==> config.mk <==
export PLATFORM = sky130hd
export DESIGN_NAME = mem_port_arbiter_flat
export DESIGN_NICKNAME = d
export VERILOG_FILES = /design/src/rtl/mem_port_arbiter_if.sv /design/src/rtl/mem_port_arbiter.sv /design/src/flat_wrapper.sv
export SDC_FILE = /design/constraint.sdc
export NUM_CORES = 1
export LEC_CHECK = 0
export CAP_MARGIN = 40
export CORE_AREA = 2 2 632 634
export DETAILED_ROUTE_END_ITERATION = 8
export DIE_AREA = 0 0 634 636
export PLACE_DENSITY = 0.3
export SLEW_MARGIN = 20
export SYNTH_ARGS = -nofsm -noshare
export SYNTH_HDL_FRONTEND = slang
export SYNTH_SLANG_ARGS = --single-unit
==> constraint.sdc <==
create_clock -name clk_i -period 2.6 [get_ports clk_i]
set_input_delay 0.65 -clock clk_i [delete_from_list [all_inputs] [get_ports clk_i]]
set_output_delay 0.65 -clock clk_i [all_outputs]
set_load 0.02 [all_outputs]
==> src/rtl/mem_port_arbiter_if.sv <==
`default_nettype none
// +----------------------------------------------------------------------------+
// | Module  : mem_port_arbiter_if                                              |
// | Brief   : Requester, Data_Memory and status signals of mem_port_arbiter.   |
// | Revision: 1.0 - initial release                                            |
// +----------------------------------------------------------------------------+
interface mem_port_arbiter_if #(
  parameter int ADDR_W = 32,
  parameter int LINE_W = 256
);
  // Port 0 (dcache)
  logic              m0_enable_i;
  logic              m0_write_i;
  logic [ADDR_W-1:0] m0_addr_i;
  logic [LINE_W-1:0] m0_data_i;
  logic              m0_ack_o;
  logic [LINE_W-1:0] m0_data_o;
  // Port 1 (icache / prefetcher)
  logic              m1_enable_i;
  logic              m1_write_i;
  logic [ADDR_W-1:0] m1_addr_i;
  logic [LINE_W-1:0] m1_data_i;
  logic              m1_ack_o;
  logic [LINE_W-1:0] m1_data_o;
  // Data_Memory side
  logic              mem_enable_o;
  logic              mem_write_o;
  logic [ADDR_W-1:0] mem_addr_o;
  logic [LINE_W-1:0] mem_data_o;
  logic              mem_ack_i;
  logic [LINE_W-1:0] mem_data_i;
  // Status
  logic              busy_o;
  logic              owner_o;
  logic              err_timeout_o;

  modport slave (
    input  m0_enable_i, m0_write_i, m0_addr_i, m0_data_i,
    output m0_ack_o, m0_data_o,
    input  m1_enable_i, m1_write_i, m1_addr_i, m1_data_i,
    output m1_ack_o, m1_data_o,
    output mem_enable_o, mem_write_o, mem_addr_o, mem_data_o,
    input  mem_ack_i, mem_data_i,
    output busy_o, owner_o, err_timeout_o
  );

  modport master (
    output m0_enable_i, m0_write_i, m0_addr_i, m0_data_i,
    input  m0_ack_o, m0_data_o,
    output m1_enable_i, m1_write_i, m1_addr_i, m1_data_i,
    input  m1_ack_o, m1_data_o,
    input  mem_enable_o, mem_write_o, mem_addr_o, mem_data_o,
    output mem_ack_i, mem_data_i,
    input  busy_o, owner_o, err_timeout_o
  );
endinterface
`default_nettype wire

==> src/rtl/mem_port_arbiter.sv <==
`default_nettype none
// +----------------------------------------------------------------------------+
// | Module  : mem_port_arbiter                                                 |
// | Brief   : Two-requester single-owner arbiter for the 256-bit Data_Memory   |
// |           port, fixed or round-robin priority. Optional watchdog enabled   |
// |           by defining MEM_ARB_TIMEOUT_EN.                                  |
// | Revision: 1.0 - initial release                                            |
// +----------------------------------------------------------------------------+
module mem_port_arbiter #(
  parameter int ADDR_W         = 32,
  parameter int LINE_W         = 256,
  parameter int RR_EN_DEFAULT  = 1,
  parameter int TIMEOUT_CYCLES = 64
) (
  input  logic              clk_i,
  input  logic              rst_i,
  mem_port_arbiter_if.slave bus
);

  typedef enum logic [0:0] {
    IDLE = 1'b0,
    BUSY = 1'b1
  } state_t;

  state_t            state_q, state_d;
  logic              owner_q, owner_d;
  logic              last_owner_q, last_owner_d;
  logic              busy;
  logic              tie_grant;
  logic              timeout_hit;
  logic              owner_enable;
  logic              owner_write;
  logic [ADDR_W-1:0] owner_addr;
  logic [LINE_W-1:0] owner_data;

  assign busy = (state_q == BUSY);

  // Round-robin hands a tie to whichever port did not complete last.
  assign tie_grant = (RR_EN_DEFAULT != 0) ? ~last_owner_q : 1'b0;

  always_comb begin
    owner_enable = bus.m0_enable_i;
    owner_write  = bus.m0_write_i;
    owner_addr   = bus.m0_addr_i;
    owner_data   = bus.m0_data_i;
    if (owner_q) begin
      owner_enable = bus.m1_enable_i;
      owner_write  = bus.m1_write_i;
      owner_addr   = bus.m1_addr_i;
      owner_data   = bus.m1_data_i;
    end
  end

`ifdef MEM_ARB_TIMEOUT_EN
  localparam int CNT_W = $clog2(TIMEOUT_CYCLES + 1);

  logic [CNT_W-1:0] cnt_q, cnt_d;
  logic             err_timeout_q, err_timeout_d;

  // Count is zero in the first BUSY cycle, so the limit is hit on the last allowed one.
  assign timeout_hit = busy && (cnt_q == CNT_W'(TIMEOUT_CYCLES - 1));

  always_comb begin
    cnt_d         = '0;
    err_timeout_d = err_timeout_q;
    if (busy) begin
      cnt_d = cnt_q + 1'b1;
    end
    if (busy && !bus.mem_ack_i && owner_enable && timeout_hit) begin
      err_timeout_d = 1'b1;
    end
  end

  always_ff @(posedge clk_i or posedge rst_i) begin
    if (rst_i) begin
      cnt_q         <= '0;
      err_timeout_q <= 1'b0;
    end else begin
      cnt_q         <= cnt_d;
      err_timeout_q <= err_timeout_d;
    end
  end

  assign bus.err_timeout_o = err_timeout_q;
`else
  assign timeout_hit       = 1'b0;
  assign bus.err_timeout_o = 1'b0;

  // Keeps TIMEOUT_CYCLES referenced when the watchdog is compiled out.
  if (TIMEOUT_CYCLES < 1) begin : g_timeout_unused
  end
`endif

  always_comb begin
    state_d      = state_q;
    owner_d      = owner_q;
    last_owner_d = last_owner_q;
    case (state_q)
      IDLE: begin
        if (bus.m0_enable_i && bus.m1_enable_i) begin
          owner_d = tie_grant;
          state_d = BUSY;
        end else if (bus.m0_enable_i) begin
          owner_d = 1'b0;
          state_d = BUSY;
        end else if (bus.m1_enable_i) begin
          owner_d = 1'b1;
          state_d = BUSY;
        end
      end
      BUSY: begin
        if (bus.mem_ack_i) begin
          last_owner_d = owner_q;
          state_d      = IDLE;
        end else if (!owner_enable) begin
          // Abort: the owner withdrew, so round-robin history is left alone.
          state_d = IDLE;
        end else if (timeout_hit) begin
          last_owner_d = owner_q;
          state_d      = IDLE;
        end
      end
      default: begin
        state_d = IDLE;
      end
    endcase
  end

  always_ff @(posedge clk_i or posedge rst_i) begin
    if (rst_i) begin
      state_q      <= IDLE;
      owner_q      <= 1'b0;
      last_owner_q <= 1'b1;
    end else begin
      state_q      <= state_d;
      owner_q      <= owner_d;
      last_owner_q <= last_owner_d;
    end
  end

  assign bus.mem_enable_o = busy & owner_enable;
  assign bus.mem_write_o  = busy & owner_write;
  assign bus.mem_addr_o   = busy ? owner_addr : '0;
  assign bus.mem_data_o   = busy ? owner_data : '0;

  assign bus.m0_ack_o  = bus.mem_ack_i & busy & ~owner_q;
  assign bus.m1_ack_o  = bus.mem_ack_i & busy & owner_q;
  assign bus.m0_data_o = bus.mem_data_i;
  assign bus.m1_data_o = bus.mem_data_i;

  assign bus.busy_o  = busy;
  assign bus.owner_o = owner_q;

endmodule
`default_nettype wire

==> src/flat_wrapper.sv <==
// flat-port wrapper written by rule: the top's interface ports become plain ports
module mem_port_arbiter_flat 
#(
  parameter int ADDR_W         = 32,
  parameter int LINE_W         = 256,
  parameter int RR_EN_DEFAULT  = 1,
  parameter int TIMEOUT_CYCLES = 64
)
  (clk_i, rst_i, bus_m0_enable_i, bus_m0_write_i, bus_m0_addr_i, bus_m0_data_i, bus_m0_ack_o, bus_m0_data_o, bus_m1_enable_i, bus_m1_write_i, bus_m1_addr_i, bus_m1_data_i, bus_m1_ack_o, bus_m1_data_o, bus_mem_enable_o, bus_mem_write_o, bus_mem_addr_o, bus_mem_data_o, bus_mem_ack_i, bus_mem_data_i, bus_busy_o, bus_owner_o, bus_err_timeout_o);
  mem_port_arbiter_if #(.ADDR_W(ADDR_W), .LINE_W(LINE_W)) bus_i ();
  input  logic clk_i;
  input  logic rst_i;
  input wire logic [$bits(bus_i.m0_enable_i)-1:0] bus_m0_enable_i;
  input wire logic [$bits(bus_i.m0_write_i)-1:0] bus_m0_write_i;
  input wire logic [$bits(bus_i.m0_addr_i)-1:0] bus_m0_addr_i;
  input wire logic [$bits(bus_i.m0_data_i)-1:0] bus_m0_data_i;
  output wire logic [$bits(bus_i.m0_ack_o)-1:0] bus_m0_ack_o;
  output wire logic [$bits(bus_i.m0_data_o)-1:0] bus_m0_data_o;
  input wire logic [$bits(bus_i.m1_enable_i)-1:0] bus_m1_enable_i;
  input wire logic [$bits(bus_i.m1_write_i)-1:0] bus_m1_write_i;
  input wire logic [$bits(bus_i.m1_addr_i)-1:0] bus_m1_addr_i;
  input wire logic [$bits(bus_i.m1_data_i)-1:0] bus_m1_data_i;
  output wire logic [$bits(bus_i.m1_ack_o)-1:0] bus_m1_ack_o;
  output wire logic [$bits(bus_i.m1_data_o)-1:0] bus_m1_data_o;
  output wire logic [$bits(bus_i.mem_enable_o)-1:0] bus_mem_enable_o;
  output wire logic [$bits(bus_i.mem_write_o)-1:0] bus_mem_write_o;
  output wire logic [$bits(bus_i.mem_addr_o)-1:0] bus_mem_addr_o;
  output wire logic [$bits(bus_i.mem_data_o)-1:0] bus_mem_data_o;
  input wire logic [$bits(bus_i.mem_ack_i)-1:0] bus_mem_ack_i;
  input wire logic [$bits(bus_i.mem_data_i)-1:0] bus_mem_data_i;
  output wire logic [$bits(bus_i.busy_o)-1:0] bus_busy_o;
  output wire logic [$bits(bus_i.owner_o)-1:0] bus_owner_o;
  output wire logic [$bits(bus_i.err_timeout_o)-1:0] bus_err_timeout_o;
  assign bus_i.m0_enable_i = bus_m0_enable_i;
  assign bus_i.m0_write_i = bus_m0_write_i;
  assign bus_i.m0_addr_i = bus_m0_addr_i;
  assign bus_i.m0_data_i = bus_m0_data_i;
  assign bus_m0_ack_o = bus_i.m0_ack_o;
  assign bus_m0_data_o = bus_i.m0_data_o;
  assign bus_i.m1_enable_i = bus_m1_enable_i;
  assign bus_i.m1_write_i = bus_m1_write_i;
  assign bus_i.m1_addr_i = bus_m1_addr_i;
  assign bus_i.m1_data_i = bus_m1_data_i;
  assign bus_m1_ack_o = bus_i.m1_ack_o;
  assign bus_m1_data_o = bus_i.m1_data_o;
  assign bus_mem_enable_o = bus_i.mem_enable_o;
  assign bus_mem_write_o = bus_i.mem_write_o;
  assign bus_mem_addr_o = bus_i.mem_addr_o;
  assign bus_mem_data_o = bus_i.mem_data_o;
  assign bus_i.mem_ack_i = bus_mem_ack_i;
  assign bus_i.mem_data_i = bus_mem_data_i;
  assign bus_busy_o = bus_i.busy_o;
  assign bus_owner_o = bus_i.owner_o;
  assign bus_err_timeout_o = bus_i.err_timeout_o;
  mem_port_arbiter #(.ADDR_W(ADDR_W), .LINE_W(LINE_W), .RR_EN_DEFAULT(RR_EN_DEFAULT), .TIMEOUT_CYCLES(TIMEOUT_CYCLES)) u_core (.clk_i(clk_i), .rst_i(rst_i), .bus(bus_i));
endmodule
==> reports/qor.yml <==
route:
  wl_per_cell_um: 44.41
  dr_wl_met2_um: 141300
  dr.pass1.iters: 5
  ant_nets: 0
  routed_wl_um: 304500
  dr.first_iter.drc_count: 550
  routed.top_layer: "met5"
  vias: 11390
  wl_met1_um: 72190
  via_per_inst: 1.661
  drcViolationCount: 0
  wl_met3_um: 81210
global_route:
  grt_overflow: 0
  grt_pass1_vias: 11320
  grt_pass1_wl_um: 331100
  track_usage: 0.1456
  grt_max_degree: 72
  antenna_found_initial: 252
floorplan:
  initial_core_util: 0.02184
  ios: 1646
  core_sq_um: 397100
  fp.dieArea_sq_um: 403200
  die_y_um: 636
  fp-row-count: 232
  die_x_um: 634
logic_synthesis:
  netlist_instances: 1175
  avgSynthCellArea_sq_um: 7.380
  synth-seq-cells: 3
  synth-edff-count: 0
  synth_common_cells: "buf_4 (516), nor2_1 (292), mux2i_1 (290)"
  synth-main-ff-cell: "dfrtp_1"
  synth_nets: 2014
  yosysMostFrequentCell: "buf_4"
  synthArstFlopShare: 1.000
  synth_top_area_share: 0.4467
  ys_seq_area_frac: 0.008801
  netlist_area_sq_um: 8672
  synth_area_leaders: "buf_4 (45%), mux2i_1 (33%), nor2_1 (13%), buf_12 (5.1%), buf_6 (0.91%)"
  ys_types: 18
  yosysTopAreaCell: "buf_4"
  ys_warn_count: 0
critical_path:
  crit_fanout: 6
  path_class: "flip-flop to output port"
  cp.arrival_ns: 1.95
  start_kind: "flip-flop"
  end_kind: "output port"
  critPathRequiredTime_ns: 1.95
clock_tree:
  clockBufferDepth: 2
  cts-root-buf: "clkbuf_16"
  cts_made_buffers: 3
  cts_hold_buf: 0
  cts_tree: "done"
  clock_latency_ns: 0.23
  clkSinkCount: 3
  cts_htree_levels: 1
  clk_pin_slew_ns: 0.03
timing:
  finalCriticalPeriod_ns: 2.595
  hold_ws_ns: 0.5070
  maxSlewViolCount: 0
  setup_viol: 0
  max_freq_ghz: 0.3853
  fin_worst_skew_ns: 0.0007396
  rsz0062_at_grt: "yes"
  post-route-period-util: 0.9981
  fin_ws_ns: 0.004833
  finalHoldViolCount: 0
placement:
  place_worst_setup_slack_ns: -0.9385
  io_buffer_count: 876
  dp_hpwl_um: 293400
  dpl.cell_count: 6803
  finalWeightedCongestion: 0.8918
cells_and_area:
  fin_cells: 6858
  utilization: 0.06006
  drive_gt1_frac: 0.3325
  nNetsFinal: 2401
  area_delta_synth_final_pct: 175.0
status:
  run_status: "finished, final reports clean"
power_and_ir_drop:
  finalPower_w: 0.01960
  ir_drop_uv: 276.5
  p_leak_nw: 7.636
  powerDensity_nw_per_um2: 821.7
run:
  cap_violations: 0
min_path:
  hp-class: "flip-flop to flip-flop"
## placed cells by master, fill, tap and decap left out, types with 2 or more instances in the layout
master,count
buf_12,256
buf_16,9
buf_2,24
buf_4,56
buf_6,8
buf_8,2
clkbuf_16,3
clkdlybuf4s15_1,3
clkdlybuf4s15_2,5
clkdlybuf4s50_1,576
diode_2,32
dlygate4sd2_1,17
dlymetal6s2s_1,3
inv_1,2
mux2i_1,225
mux2i_2,32
mux2i_4,33
nand2_1,3
nor2_1,206
nor2_2,66
nor2_4,20
o21ai_0,2
## state kept, by name (all words and copies together) (netlist names)
signal / flops
u_core.last_owner_q: 1
u_core.bus.owner_o: 1
u_core.bus.busy_o: 1
## metal layers
layer,up-vias,track usage
met5,-,0.02246
li1,4091,-
met1,4742,0.09851
met4,130,0.02348
met3,497,0.1832
met2,1930,0.2441
## kinds of logic (layout without fill, tap and decap cells)
kind of cell,Yosys count,in the layout,synth area share
DFF,3,3,0.008802
AOI/OAI and AO/OA,5,5,0.004185
other,1,33,0.0004324
muxes,290,290,0.3347
and+or+nand+nor,295,295,0.1277
buffers and inverters,581,967,0.5242
## worst max-delay path, cell delays in order, from the launching register on
cell and delay (ns):
dfrtp_4 0.51, buf_16 0.17, buf_16 0.17, buf_12 0.15, buf_16 0.15, mux2i_4 0.20, nor2_4 0.14, buf_12 0.15
## through the flow
| step | area [sq um] | setup TNS [ns] |
|---|---|---|
| 6_report | 23850 | 0 |
| 5_1_grt | 23790 | -0.1444 |
| 4_1_cts | 23620 | -1.670 |
| 3_5_place_dp | 22550 | -4.785 |
| 3_3_place_gp | 22550 | -4.819 |
| 2_1_floorplan | 8672 | 0 |
## power by group
group	switching [W]	internal, W	leakage (nW)	total (W)
Combinational	0.0109	0.00836	7.57	0.0192
Clock	0.0000467	0.000203	0.0384	0.000249
Sequential	0.0000363	0.0000784	0.0318	0.000115
## worst paths after layout
check                                                     start                               to  slack (ns)  cells after the start
worst max-delay path             u_core.bus.owner_o$_DFFE_PP0P_               bus_mem_data_o[57]       0.005                      7
worst min-delay path            u_core.last_owner_q$_DFFE_PP1P_  u_core.last_owner_q$_DFFE_PP1P_        0.51                      1
worst max register to register   u_core.bus.owner_o$_DFFE_PP0P_  u_core.last_owner_q$_DFFE_PP1P_        1.19                      4
worst min register to register  u_core.last_owner_q$_DFFE_PP1P_  u_core.last_owner_q$_DFFE_PP1P_        0.51                      1
max in group asynchronous                                 rst_i  u_core.last_owner_q$_DFFE_PP1P_        1.78                      2
min in group asynchronous                                 rst_i   u_core.bus.owner_o$_DFFE_PP0P_        0.61                      2
## area by class of cell
class,instances,area [sq um]
antenna,32,80.08
inverter,3,18.77
sequential,3,81.33
fill,46700,373300
tap,5265,6588
clock buffer,4,78.83
timing repair buffer,960,12100
multi-input combinational,591,4898
## timing repair
action                     4_1_cts  5_1_grt
setup buffers                   17        1
hold endpoints to repair         0        0
setup endpoints to repair      144      109
pin swaps                       12       11
gates resized for setup        332       46
gates cloned                     5        0
Note: power is estimated with default switching activity, not from simulation.
